### config.mk
export PLATFORM = sky130hd
export DESIGN_NAME = fetch_dec_queue
export DESIGN_NICKNAME = d
export VERILOG_FILES = /design/src/rtl/fetch_dec_queue.sv
export SDC_FILE = /design/constraint.sdc
export NUM_CORES = 1
export LEC_CHECK = 0
export BUFFER_PORTS_ARGS = -buffer_cell sky130_fd_sc_hd__buf_2
export CELL_PAD_IN_SITES_DETAIL_PLACEMENT = 1
export CELL_PAD_IN_SITES_GLOBAL_PLACEMENT = 1
export CORE_UTILIZATION = 45
export DETAILED_ROUTE_END_ITERATION = 10
export PLACE_DENSITY_LB_ADDON = 0.1
export SYNTH_ARGS = -nofsm -noshare
export SYNTH_HDL_FRONTEND = slang
export SYNTH_SLANG_ARGS = --single-unit
### constraint.sdc
create_clock -name clk -period 8.8 [get_ports clk]
set_input_delay 0 -clock clk [delete_from_list [all_inputs] [get_ports clk]]
set_output_delay 0 -clock clk [all_outputs]
set_load 0.02 [all_outputs]
### src/rtl/fetch_dec_queue.sv
// Multi-lane fetch-to-decode instruction queue (circular buffer, LANES in / LANES out per cycle).
// Latency: one cycle enqueue-to-visible; FETCH_DEC_QUEUE_BYPASS_EN adds a same-cycle path when empty.
// Backpressure: in_ready drops unless a full LANES group fits; consumer pops 0..LANES via out_accept.
`ifndef AddrWidth
`define AddrWidth 32
`endif
`ifndef InstWidth
`define InstWidth 32
`endif

module fetch_dec_queue #(
    parameter int ADDR  = `AddrWidth,
    parameter int INST  = `InstWidth,
    parameter int LANES = 2,
    parameter int DEPTH = 8
) (
    input  logic                       clk,
    input  logic                       reset_,
    input  logic [LANES-1:0]           in_valid,
    input  logic [LANES*ADDR-1:0]      in_pc,
    input  logic [LANES*INST-1:0]      in_inst,
    output logic                       in_ready,
    output logic [LANES-1:0]           out_valid,
    output logic [LANES*ADDR-1:0]      out_pc,
    output logic [LANES*INST-1:0]      out_inst,
    input  logic [$clog2(LANES+1)-1:0] out_accept,
    input  logic                       flush,
    output logic [$clog2(DEPTH+1)-1:0] count
);
    localparam int PW = $clog2(DEPTH);
    localparam int NW = $clog2(DEPTH+1);
    localparam int CW = $clog2(LANES+1);

    logic [ADDR-1:0]  r_pc   [DEPTH];
    logic [INST-1:0]  r_inst [DEPTH];
    logic [PW-1:0]    r_head;
    logic [PW-1:0]    r_tail;
    logic [NW-1:0]    r_count;

    logic [CW-1:0]    w_k;
    logic [CW-1:0]    w_enq_k;
    logic [CW-1:0]    w_wr_lo;
    logic [CW-1:0]    w_out_cnt;
    logic             w_ready;
    logic             w_byp;
    logic [LANES-1:0] w_wr_en;

    always_comb begin
        w_k = '0;
        for (int i = 0; i < LANES; i++) begin
            w_k = w_k + CW'(in_valid[i]);
        end
    end

    assign w_ready = (DEPTH - int'(r_count)) >= LANES;

`ifdef FETCH_DEC_QUEUE_BYPASS_EN
    assign w_byp = reset_ && (r_count == '0) && !flush && (in_valid != '0);
`else
    assign w_byp = 1'b0;
`endif

    // Bypassed lanes already consumed downstream are never written; the rest land at the new head.
    always_comb begin
        w_enq_k = w_ready ? w_k : '0;
        w_wr_lo = w_byp ? out_accept : '0;
        w_wr_en = '0;
        for (int j = 0; j < LANES; j++) begin
            w_wr_en[j] = !flush && (CW'(j) < w_enq_k) && (CW'(j) >= w_wr_lo);
        end
    end

    always_ff @(posedge clk) begin
        for (int j = 0; j < LANES; j++) begin
            if (w_wr_en[j]) begin
                r_pc[r_tail + PW'(j)]   <= in_pc[j*ADDR +: ADDR];
                r_inst[r_tail + PW'(j)] <= in_inst[j*INST +: INST];
            end
        end
    end

    always_ff @(posedge clk or negedge reset_) begin
        if (!reset_) begin
            r_head  <= '0;
            r_tail  <= '0;
            r_count <= '0;
        end else if (flush) begin
            r_head  <= '0;
            r_tail  <= '0;
            r_count <= '0;
        end else begin
            r_head  <= r_head + PW'(out_accept);
            r_tail  <= r_tail + PW'(w_enq_k);
            r_count <= r_count + NW'(w_enq_k) - NW'(out_accept);
        end
    end

    always_comb begin
        out_valid = '0;
        out_pc    = '0;
        out_inst  = '0;
`ifdef FETCH_DEC_QUEUE_BYPASS_EN
        if (w_byp) begin
            out_valid = in_valid;
            for (int j = 0; j < LANES; j++) begin
                if (in_valid[j]) begin
                    out_pc[j*ADDR +: ADDR]   = in_pc[j*ADDR +: ADDR];
                    out_inst[j*INST +: INST] = in_inst[j*INST +: INST];
                end
            end
        end else
`endif
        begin
            for (int i = 0; i < LANES; i++) begin
                if (NW'(i) < r_count) begin
                    out_valid[i]             = 1'b1;
                    out_pc[i*ADDR +: ADDR]   = r_pc[r_head + PW'(i)];
                    out_inst[i*INST +: INST] = r_inst[r_head + PW'(i)];
                end
            end
        end
    end

    always_comb begin
        w_out_cnt = '0;
        for (int i = 0; i < LANES; i++) begin
            w_out_cnt = w_out_cnt + CW'(out_valid[i]);
        end
    end

    assign in_ready = w_ready;
    assign count    = r_count;

    always @(posedge clk) begin
        if (reset_ && !flush) begin
            assert ((in_valid & (in_valid + 1'b1)) == '0);
            assert (out_accept <= w_out_cnt);
        end
    end
endmodule

Yosys cells after proc, flatten, opt, wreduce, memory -nomap -nowiden
Memory sizes are Yosys's and may differ from the RTL's.
Index checks and enable logic that the tools add are counted.
{"block": "word_totals", "n_memories": 2, "word_cells": 35, "reg_bits": 10, "out_inout_bits": 135, "ramBits": 512}
{"block": "classes", "n_mux": 14, "n_addsub": 8, "order_cmp": 5, "reduce_logical": 3}
{"memory": "r_inst", "words": 8, "word_bits": 32, "read_ports": 2, "rd_ports_with_merged_regs": 0, "write_ports": 2, "line_no": "35", "source": "logic [INST-1:0] r_inst [DEPTH];"}
{"memory": "r_pc", "words": 8, "word_bits": 32, "read_ports": 2, "rd_ports_with_merged_regs": 0, "write_ports": 2, "line_no": "34", "source": "logic [ADDR-1:0] r_pc [DEPTH];"}
{"operator": "32-bit two-way mux", "count": 4}
{"operator": "1-bit by 4-bit less-than comparator with 1-bit output, first input constant", "count": 2}
{"operator": "3-bit by 1-bit adder with 3-bit output, second input constant", "count": 2}
{"operator": "3-bit by 2-bit adder with 3-bit output", "count": 2}
{"operator": "1-bit two-way mux", "count": 6}
{"operator": "3-bit two-way mux", "count": 2}
{"operator": "5-bit by 3-bit greater-or-equal comparator with 1-bit output, second input constant", "count": 1}
{"operator": "4-bit by 4-bit subtractor with 5-bit output, first input constant", "count": 1}
{"operator": "4-bit by 2-bit adder with 4-bit output", "count": 1}
{"operator": "1-bit by 2-bit less-than comparator with 1-bit output, first input constant", "count": 2}
{"operator": "4-bit two-way mux", "count": 1}
{"operator": "4-bit by 2-bit subtractor with 4-bit output", "count": 1}
{"operator": "1-bit by 1-bit adder with 2-bit output", "count": 1}
{"operator": "1-bit logical AND", "count": 2}
{"operator": "2-bit two-way mux", "count": 1}
{"operator": "1-bit logical NOT", "count": 1}

Logic depth before layout (Yosys ltp)
Gate-level depths: netlist of the first run.
{"block": "logic_depth", "ltp_word": 7, "depth_mapped": 14, "depth_no_buf": 14}

Least setup slack after synthesis of the first run
No wires, ideal clock.
{"block": "synth_path", "kind": "reg2reg", "startpoint": "reg r_count[1], in the netlist count[1]", "endpoint": "mem r_inst[1][0] (netlist bit), enable pin", "required_ns": 8.139, "t_arrival_ns": 8.101, "path_stages_with_launch": 9, "synth_period_minus_slack_ns": 8.762, "setup_time_ns": 0.661, "path_slack_ns": 0.038, "path_cell_list": "dfrtp_1 > inv_1 > ha_1 > nor2_1 > a21oi_1 > a2bb2oi_4 > inv_2 > nand2_1 > o41ai_1"}
{"element": "start, declared", "line_no": "38", "source": "logic [NW-1:0] r_count;"}
{"element": "start signal, assigned", "line_no": "94", "source": "r_count <= r_count + NW'(w_enq_k) - NW'(out_accept);"}
{"element": "end, declared", "line_no": "35"}

Worst setup path after layout of the first run
{"block": "layout_path", "startpoint": "reg r_head[0]", "endpoint": "out out_inst[55]"}
{"block": "layout_via", "elab_chain_cells": 3}
{"element": "start, declared", "line_no": "36", "source": "logic [PW-1:0] r_head;"}
{"element": "start signal, assigned", "line_no": "92", "source": "r_head <= r_head + PW'(out_accept);"}
{"element": "3-bit by 1-bit adder with 3-bit output", "line_no": "118", "source": "out_inst[i*INST +: INST] = r_inst[r_head + PW'(i)];"}
{"element": "memory read 8 x 32 bit"}
{"element": "32-bit two-way mux", "line_no": "115", "source": "if (NW'(i) < r_count) begin"}
{"element": "end, declared", "line_no": "25", "source": "output logic [LANES*INST-1:0] out_inst,"}
No other way between the ends.

==> results_dict.tcl, run 1 <==
set metrics [dict create \
    outcome "completed" \
    synth_edf_count 512 \
    syn_area_um2 30600 \
    start_util_pct 45.5 \
    worstPathCellList "buf_4 -> buf_4 -> mux4_2 -> nand2_1 -> a21oi_1 -> buf_2" \
    finalWorstSetupSlack_ns 4.28 \
    rsz0062_at_grt "no" \
    met1_usage_pct 36.5 \
    drt-initial-drc-count 1465 \
    yosys_warnings 0 \
    multi_input_area_um2 14100 \
    grt_use_total_pct 28.1 \
    vias 19703 \
    n_fill_cell 6320 \
    total_power_w 0.00889 \
    crit_fanout 62 \
    finalCritPeriodShare_pct 51.4 \
    cp.arrival_ns 4.52 \
    die_x_um 263 \
    crit_family "buffers and inverters" \
    use_met3_pct 4.24 \
    post_cts_resized 0 \
    h-tree-depth 2 \
    worstHoldPathCells 6 \
    grt_overflow 0 \
    layout_commonest_cell "edfxtp_1" \
    num_rows 95 \
    synthDistinctLibCells 40 \
    r2r_cells 10 \
    path_clk_slew_ns 0.06 \
    clockBufferDepth 3 \
    post-dp-hpwl_mm 54.2 \
    setup_viol 0 \
    async_flop_share_pct 1.92 \
    die_h_um 263 \
    skew_ns 0.0253 \
    finalNetCount 2417 \
    cts_sinks 522 \
    drt-total-wl_mm 97.2 \
    ys_ff_latch 522 \
    rr_startpoint "count[1]$_DFF_PN0_" \
    tightest_slew_ns 1.27 \
    fin_tns_setup_ns 0 \
    place_ws_ns 4.38 \
    fp.dieArea_um2 69000 \
    vias_per_cell 6.17 \
    layout_common_cells "edfxtp_1, mux2_2, buf_2" \
    worstSetupPathType "flop to output pin" \
    worst_ep_required_time_ns 8.80 \
    regArea_um2 15600 \
    cts_buffers 59 \
    slowest_delay_ns 0.95 \
    synth_flop_cell "edfxtp_1" \
    slew_headroom_pct 14.9 \
    drcViolationCount 0 \
    first_global_vias 21677 \
    period_needed_ns 4.52 \
    ys_seq_area_share_pct 51.1 \
    drive_gt1_share_pct 50.7 \
    coreArea_um2 67200 \
    worstHoldStart "in_valid[1]" \
    drv_cap 0 \
    cts_tree "yes" \
    critPathLaunch "r_head[0]$_DFF_PN0_" \
    dr.pass1.iters 5 \
    drtAntennaViolNets 0 \
    leakagePower_nw 12.3 \
    ir_drop_v 0.000161 \
    grt_start_max_net_pins 63 \
    startpoint_type "flop" \
    grt_util_met2_pct 48.7 \
    clock_latency_ns 0.64 \
    gp_congestion 0.806 \
    avgRoutedWirePerCell_um 30.4 \
    io_buffers 269 \
    drv_slew 0 \
    area_delta_synth_final_pct 18.7 \
    powerDensity_nw_per_um2 245 \
    max_freq_mhz 221 \
    critPathSlowestCell "dfrtp_4" \
    post-cts-setup-buffers 0 \
    netlist_instances 1850 \
    cp.buffers_inverters 3 \
    root_buffer "clkbuf_16" \
    postSynthAreaPerCell_um2 16.5 \
    ctsHoldBuffers 197 \
    grt_busiest_layer "met2" \
    grt_pass1_wl_mm 143 \
    syn-num-nets 2002 \
    hold_class "input pin to flop" \
    crit_path_frequent_cell "buf_4" \
    antenna_found_initial 9 \
    worstSetupPathDepth 6 \
    pin_count 270 \
    hold_violations 0 \
    endpoint_kind "output pin" \
]
-- sequential cells by signal (all words and copies together) (netlist names) --
| name | flops |
|---|---|
| count | 4 |
| r_head | 3 |
| r_inst | 256 |
| r_pc | 256 |
| r_tail | 3 |
-- cells in the mapped netlist, drive strengths merged, types with 2 or more instances --
library cell | number | share of area, %
nand3 | 3 | 0.082
o21ai | 3 | 0.049
dfrtp | 10 | 0.82
ha | 13 | 0.53
mux4 | 256 | 19
edfxtp | 512 | 50
a31o | 2 | 0.057
nor2 | 73 | 0.90
nand2 | 132 | 1.6
mux2 | 512 | 19
xnor2 | 6 | 0.17
mux2i | 64 | 2.1
xor2 | 2 | 0.057
a21oi | 66 | 1.1
nor4 | 3 | 0.061
nand4 | 4 | 0.12
o41ai | 2 | 0.057
o21bai | 2 | 0.049
and2 | 2 | 0.041
fa | 4 | 0.26
nor3 | 2 | 0.033
inv | 13 | 0.16
buf | 98 | 2.7
nor2b | 8 | 0.16
clkbuf | 52 | 0.64
-- path summary, 6_finish.rpt --
path / slack [ns] / endpoint
max in group asynchronous: 7.82 / r_head[2]$_DFF_PN0_
max reg2reg: 4.30 / r_inst[4][23]$_DFFE_PP_
min in group asynchronous: 0.51 / count[3]$_DFF_PN0_
min: 0.20 / r_tail[0]$_DFF_PN0_
max: 4.28 / out_inst[55]
min reg2reg: 0.72 / count[0]$_DFF_PN0_
-- logic make-up after synthesis --
logic type | after synthesis | share of synthesized area (%)
multiplexers | 832 | 39.8
flip-flops | 522 | 51.1
AND/OR/NAND/NOR | 230 | 3.10
buffers and inverters | 163 | 3.49
AO/OA/AOI/OAI | 78 | 1.49
adder cells (fa/ha/maj) | 17 | 0.794
XOR/XNOR | 8 | 0.229
-- area by class of cell --
type / instances / share of cell area (%)
Antenna cell: 7 / 0.0483
Clock buffer: 72 / 4.26
Clock inverter: 39 / 0.745
Inverter: 13 / 0.134
Multi-Input combinational cell: 1165 / 38.8
Sequential cell: 522 / 43.1
Tap cell: 873 / 3.01
Timing Repair Buffer: 504 / 9.93
-- routing by layer --
layer	share of wire, %	vias to the layer above
li1	-	8342
met2	51	679
met5	0.047	-
met3	5.5	172
met4	2.5	8
met1	41	10502
-- worst register-to-register path, cell delays in order (launching register included) --
cell and delay, ns:
dfrtp_1 0.50, inv_1 0.10, ha_1 0.36, nor2_1 0.09, a21oi_1 0.24, a2bb2oi_4 0.14
nor4_2 0.36, buf_4 0.74, buf_4 0.70, mux2_2 0.45, dlygate4sd3_1 0.57
-- report_power, final --
part	internal, W	switching, W
sequential	0.00304	0.000163
clock	0.00133	0.00106
combinational	0.00123	0.00207
total	0.00560	0.00329
-- through the flow --
step | cell area [um2] | std cells | hold WS [ns] | util (%)
final | 36300 | 3195 | 0.196 | 54.0
after CTS | 36300 | 3188 | 0.157 | 54.0
after global placement | 32500 | 2880 | -0.101 | 48.4
after detailed placement | 32500 | 2880 | -0.0906 | 48.4
after floorplan | 30600 | 1850 | -0.296 | -
after global routing | 36300 | 3190 | 0.250 | 54.0
(Power assumes the default switching activity.)
==> run 2: changes to the inputs <==
- clock period: 8.8 -> 4.2 ns (I/O delays scaled with it)
==> run 2 against run 1 <==
  * Die area stayed put
  * Worst hold slack got worse by 0.12 ns
  * Clock skew grew 0.0049 ns
  * Critical path depth increased by 3
  * Design area increased by 1.1%
  * Global-route usage hardly changed
  * Sequential cell count unchanged
  * Combinational power up 110%
  * Utilization grew 0.59 points
  * Critical path type is now flop to flop
  * Non-clock buffer count rose by 16
  * Highest routed layer unchanged
  * Critical endpoint is now r_pc[0][23]$_DFFE_PP_
  * Via count rose by 0.27%
  * Power up 110%
==> results_dict.tcl, run 2 (synthesized netlist as in run 1, its figures left out) <==
set metrics [dict create \
    clock_latency_ns 0.63 \
    endpoint_kind "flop" \
    vias_per_cell 6.16 \
    leakagePower_nw 12.5 \
    drive_gt1_share_pct 51.4 \
    vias 19756 \
    grt_start_max_net_pins 133 \
    tightest_slew_ns 1.10 \
    post-cts-setup-buffers 0 \
    coreArea_um2 67200 \
    grt_pass1_wl_mm 143 \
    setup_viol 0 \
    finalNetCount 2435 \
    grt_use_total_pct 28.1 \
    startpoint_type "flop" \
    slew_headroom_pct 26.9 \
    worstPathCellList "inv_1 -> ha_1 -> nor2_1 -> a21oi_1 -> a2bb2oi_4 -> nor4_2 -> buf_4 -> mux2_2 -> dlygate4sd3_1" \
    clockBufferDepth 3 \
    num_rows 95 \
    cts_sinks 522 \
    gp_congestion 0.769 \
    slowest_delay_ns 0.60 \
    total_power_w 0.0188 \
    io_buffers 269 \
    fp.dieArea_um2 69000 \
    powerDensity_nw_per_um2 512 \
    worst_ep_required_time_ns 4.55 \
    finalCritPeriodShare_pct 89.7 \
    rsz0062_at_grt "no" \
    crit_family "buffers and inverters" \
    critPathSlowestCell "buf_4" \
    drv_slew 0 \
    layout_commonest_cell "edfxtp_1" \
    dr.pass1.iters 5 \
    first_global_vias 21481 \
    avgRoutedWirePerCell_um 30.2 \
    hold_violations 0 \
    drtAntennaViolNets 0 \
    crit_fanout 26 \
    ir_drop_v 0.000365 \
    max_freq_mhz 265 \
    path_clk_slew_ns 0.06 \
    drv_cap 0 \
    period_needed_ns 3.77 \
    antenna_found_initial 9 \
    area_delta_synth_final_pct 19.9 \
    die_h_um 263 \
    drt-total-wl_mm 97.0 \
    cts_tree "yes" \
    h-tree-depth 2 \
    skew_ns 0.0302 \
    die_x_um 263 \
    cp.buffers_inverters 3 \
    outcome "completed" \
    drcViolationCount 0 \
    final_util_pct 54.6 \
    hold_class "input pin to flop" \
    worstSetupPathType "flop to flop" \
    start_util_pct 45.5 \
    pin_count 270 \
    layout_common_cells "edfxtp_1, mux2_2, buf_2" \
    whs_ns 0.0751 \
    grt_overflow 0 \
    root_buffer "clkbuf_16" \
    cp.arrival_ns 4.12 \
    cts_buffers 61 \
    drt-initial-drc-count 1553 \
    post-dp-hpwl_mm 54.3 \
]
run 2: cell count changes in the layout (fill, tap and decap cells not counted), sizes merged:
cell      previous run  this run
clkinvlp             3         0
clkbuf              72        71
buf                307       323
diode                7         6
run 2: worst reg2reg max path: stages, from the launching register on:
cell	delay, ns
dfrtp_2	0.45
inv_1	0.07
ha_1	0.34
nor2_1	0.08
a21oi_1	0.24
a2bb2oi_4	0.14
nor4_2	0.56
buf_4	0.60
mux2_2	0.44
dlygate4sd3_1	0.56
run 2: worst paths after layout:
check	from	endpoint	slack, ns	cells past startpoint
max in group asynchronous	reset_	r_head[2]$_DFF_PN0_	3.33	3
max	count[1]$_DFF_PN0_	r_pc[0][23]$_DFFE_PP_	0.43	9
max reg2reg	count[1]$_DFF_PN0_	r_pc[0][23]$_DFFE_PP_	0.43	9
min reg2reg	count[0]$_DFF_PN0_	count[0]$_DFF_PN0_	0.67	2
min	in_valid[1]	r_tail[0]$_DFF_PN0_	0.08	6
min in group asynchronous	reset_	r_head[0]$_DFF_PN0_	0.49	3
run 2: layer usage:
layer / GRT usage (%) / part of all wire (%) / vias to the layer above
met4: 7.58 / 2.5 / 6
met2: 48.4 / 51 / 587
met3: 3.93 / 5.0 / 143
met1: 37.4 / 42 / 10636
met5: 0 / 0.042 / -
li1: - / - / 8384
run 2: power by group:
part	switching, W	internal, W
clock network	0.00217	0.00285
registers	0.000328	0.00637
logic	0.00440	0.00268
total	0.00690	0.0119
run 2: repair_timing:
| action | in CTS | in global routing |
|---|---|---|
| endpoints found under the hold margin | 532 | 0 |
| setup endpoints to repair | 0 | 0 |
| resized for setup | 0 | 0 |
| hold buffers | 197 | 0 |
run 2: area by class of cell:
| class | instances | area (um2) |
|---|---|---|
| multi-input combinational | 1165 | 14100 |
| antenna | 6 | 15.0 |
| inverter | 13 | 51.3 |
| clock buffer | 71 | 1590 |
| clock inverter | 36 | 255 |
| tap | 873 | 1090 |
| fill | 6312 | 30500 |
| sequential | 522 | 15600 |
| timing repair buffer | 520 | 3950 |
run 2: through the flow:
step	TNS [ns]	worst slack [ns]	area (um2)	instances
2_1_floorplan	-45.35	-0.709	30600	1850
3_5_place_dp	0	0.865	32900	2896
6_report	0	0.432	36700	3206
5_1_grt	0	0.279	36700	3206
4_1_cts	0	0.456	36700	3200
3_3_place_gp	0	0.925	32900	2896
==> run 3: changes to the inputs <==
- BUFFER_PORTS_ARGS: -buffer_cell sky130_fd_sc_hd__buf_2 -> not set
- DONT_BUFFER_PORTS: not set -> 1
- clock period: 4.2 -> 4.4 ns (I/O delays scaled with it)
==> run 3 against run 2 <==
  * First-iteration DRC count fell by 8.3%
  * Non-clock buffer count fell by 282
  * Worst hold slack improved by 0.010 ns
  * Design area fell by 3.6%
  * Sequential cell count did not move
  * Sequential share of layout area rose by 1.6 points
  * Critical endpoint is now r_pc[1][23]$_DFFE_PP_
==> results_dict.tcl, run 3 (synthesized netlist as in run 1, its figures left out) <==
set metrics [dict create \
    avgRoutedWirePerCell_um 32.6 \
    vias 18753 \
    worstSetupPathType "flop to flop" \
    drtAntennaViolNets 0 \
    max_freq_mhz 247 \
    finalNetCount 2151 \
    crit_fanout 19 \
    path_clk_slew_ns 0.06 \
    setup_viol 0 \
    ir_drop_v 0.000533 \
    post_cts_resized 0 \
    cts_buffers 59 \
    first_global_vias 20352 \
    fp.dieArea_um2 69000 \
    finalCritPeriodShare_pct 92.1 \
    layout_commonest_cell "edfxtp_1" \
    outcome "completed" \
    root_buffer "clkbuf_16" \
    reg2reg_setup_slack_ns 0.35 \
    pin_count 270 \
    start_util_pct 45.5 \
    clock_latency_ns 0.64 \
    coreArea_um2 67200 \
    skew_ns 0.0189 \
    worstHoldStart "flush" \
    io_buffers 0 \
    fin_tns_setup_ns 0 \
    gp_congestion 0.769 \
    antenna_found_initial 9 \
    cts_tree "yes" \
    hold_class "input pin to flop" \
    grt_pass1_wl_mm 140 \
    slew_headroom_pct 26.8 \
    rsz0062_at_grt "no" \
    worstPathCellList "inv_1 -> ha_1 -> a2111oi_4 -> a2bb2oi_4 -> inv_2 -> nand3_4 -> buf_4 -> mux2_2 -> dlygate4sd3_1" \
    drv_cap 0 \
    final_util_pct 52.7 \
    die_x_um 263 \
    startpoint_type "flop" \
    r2r_cells 9 \
    drive_gt1_share_pct 44.3 \
    drcViolationCount 0 \
    worst_ep_required_time_ns 4.78 \
    endpoint_kind "flop" \
    grt_use_total_pct 27.6 \
    drt-total-wl_mm 95.5 \
    clockBufferDepth 3 \
    worstHoldPathCells 3 \
    grt_overflow 0 \
    slowest_delay_ns 0.61 \
    powerDensity_nw_per_um2 492 \
    hold_violations 0 \
    grt_start_max_net_pins 135 \
    rr_startpoint "count[1]$_DFF_PN0_" \
    post-dp-hpwl_mm 51.1 \
    leakagePower_nw 11.4 \
    min_to "r_pc[6][21]$_DFFE_PP_" \
    timing.rr.end "r_pc[1][23]$_DFFE_PP_" \
    n_fill_cell 6145 \
    tightest_slew_ns 1.10 \
    area_delta_synth_final_pct 15.6 \
    die_h_um 263 \
    vias_per_cell 6.40 \
    period_needed_ns 4.05 \
    drt-initial-drc-count 1424 \
    critPathSlowestCell "dfrtp_1" \
    drv_slew 0 \
    layout_common_cells "edfxtp_1, mux2_2, mux4_2" \
    dr.pass1.iters 5 \
    cp.arrival_ns 4.43 \
    cts_sinks 522 \
    num_rows 95 \
    h-tree-depth 2 \
]
[run 3: changes by cell type in the layout (fill, tap and decap cells not counted), moves of 3 or more]
cell       delta
buf_12        +3
buf_2       -269
buf_4        -14
bufinv_16     +5
clkbuf_1      +3
clkbuf_16     -3
clkinv_1      +8
clkinv_2     -11
[run 3: worst max-delay path by stage]
| stage | start | end | slack, ns |
|---|---|---|---|
| 2_1_floorplan | count[1]$_DFF_PN0_ | r_inst[1][0]$_DFFE_PP_ | -1.31 |
| 3_3_place_gp | count[1]$_DFF_PN0_ | r_inst[5][29]$_DFFE_PP_ | 0.56 |
| 3_5_place_dp | count[1]$_DFF_PN0_ | r_inst[5][27]$_DFFE_PP_ | 0.49 |
| 4_1_cts | count[1]$_DFF_PN0_ | r_pc[1][23]$_DFFE_PP_ | 0.38 |
| 5_1_grt | count[1]$_DFF_PN0_ | r_pc[1][23]$_DFFE_PP_ | 0.20 |
| 6_report | count[1]$_DFF_PN0_ | r_pc[1][23]$_DFFE_PP_ | 0.35 |
[run 3: report_power, final]
part / switching, W / internal [W] / total, W
Sequential: 0.000317 / 0.00608 / 0.00639
Clock: 0.00212 / 0.00293 / 0.00505
Combinational: 0.00394 / 0.00203 / 0.00597
[run 3: layer usage]
layer	vias to the layer above	routed length, um	track usage, %
met5	-	38	0
met4	6	2560	8.28
met3	156	5670	5.10
met2	571	46800	45.6
met1	10213	40400	37.2
li1	7807	-	-
[run 3: critical path: cells and delay by family (launching register included)]
family | cells | cell delay (ns)
AO/OA/AOI/OAI | 2 | 0.62
adder cells (fa/ha/maj) | 1 | 0.34
buffers and inverters | 4 | 1.36
flip-flops | 1 | 0.61
multiplexers | 1 | 0.38
AND/OR/NAND/NOR | 1 | 0.45
[run 3: through the flow]
stage          worst slack, ns  power (W)  cell area [um2]  instances  hold slack (ns)
2_1_floorplan            -1.31     0.0105            30600       1850           -0.296
3_3_place_gp             0.562     0.0121            31500       2616           -0.295
3_5_place_dp             0.493     0.0122            31500       2616           -0.295
4_1_cts                  0.379     0.0175            35300       2922           0.0321
5_1_grt                  0.199     0.0180            35400       2927           0.0832
6_report                 0.348     0.0174            35400       2928           0.0852
[run 3: final cells by class]
class	count	area [um2]	share of cell area, %
Tap cell	873	1090	3.09
Inverter	13	48.8	0.138
Clock inverter	40	415	1.17
Sequential cell	522	15600	44.2
Timing Repair Buffer	238	2540	7.18
Clock buffer	71	1520	4.30
Multi-Input combinational cell	1165	14100	39.9
Antenna cell	6	15.0	0.0425
[run 3: timing repair]
item,in CTS,in global routing
hold endpoints to repair,532,0
hold buffers,195,0
buffers inserted,0,0
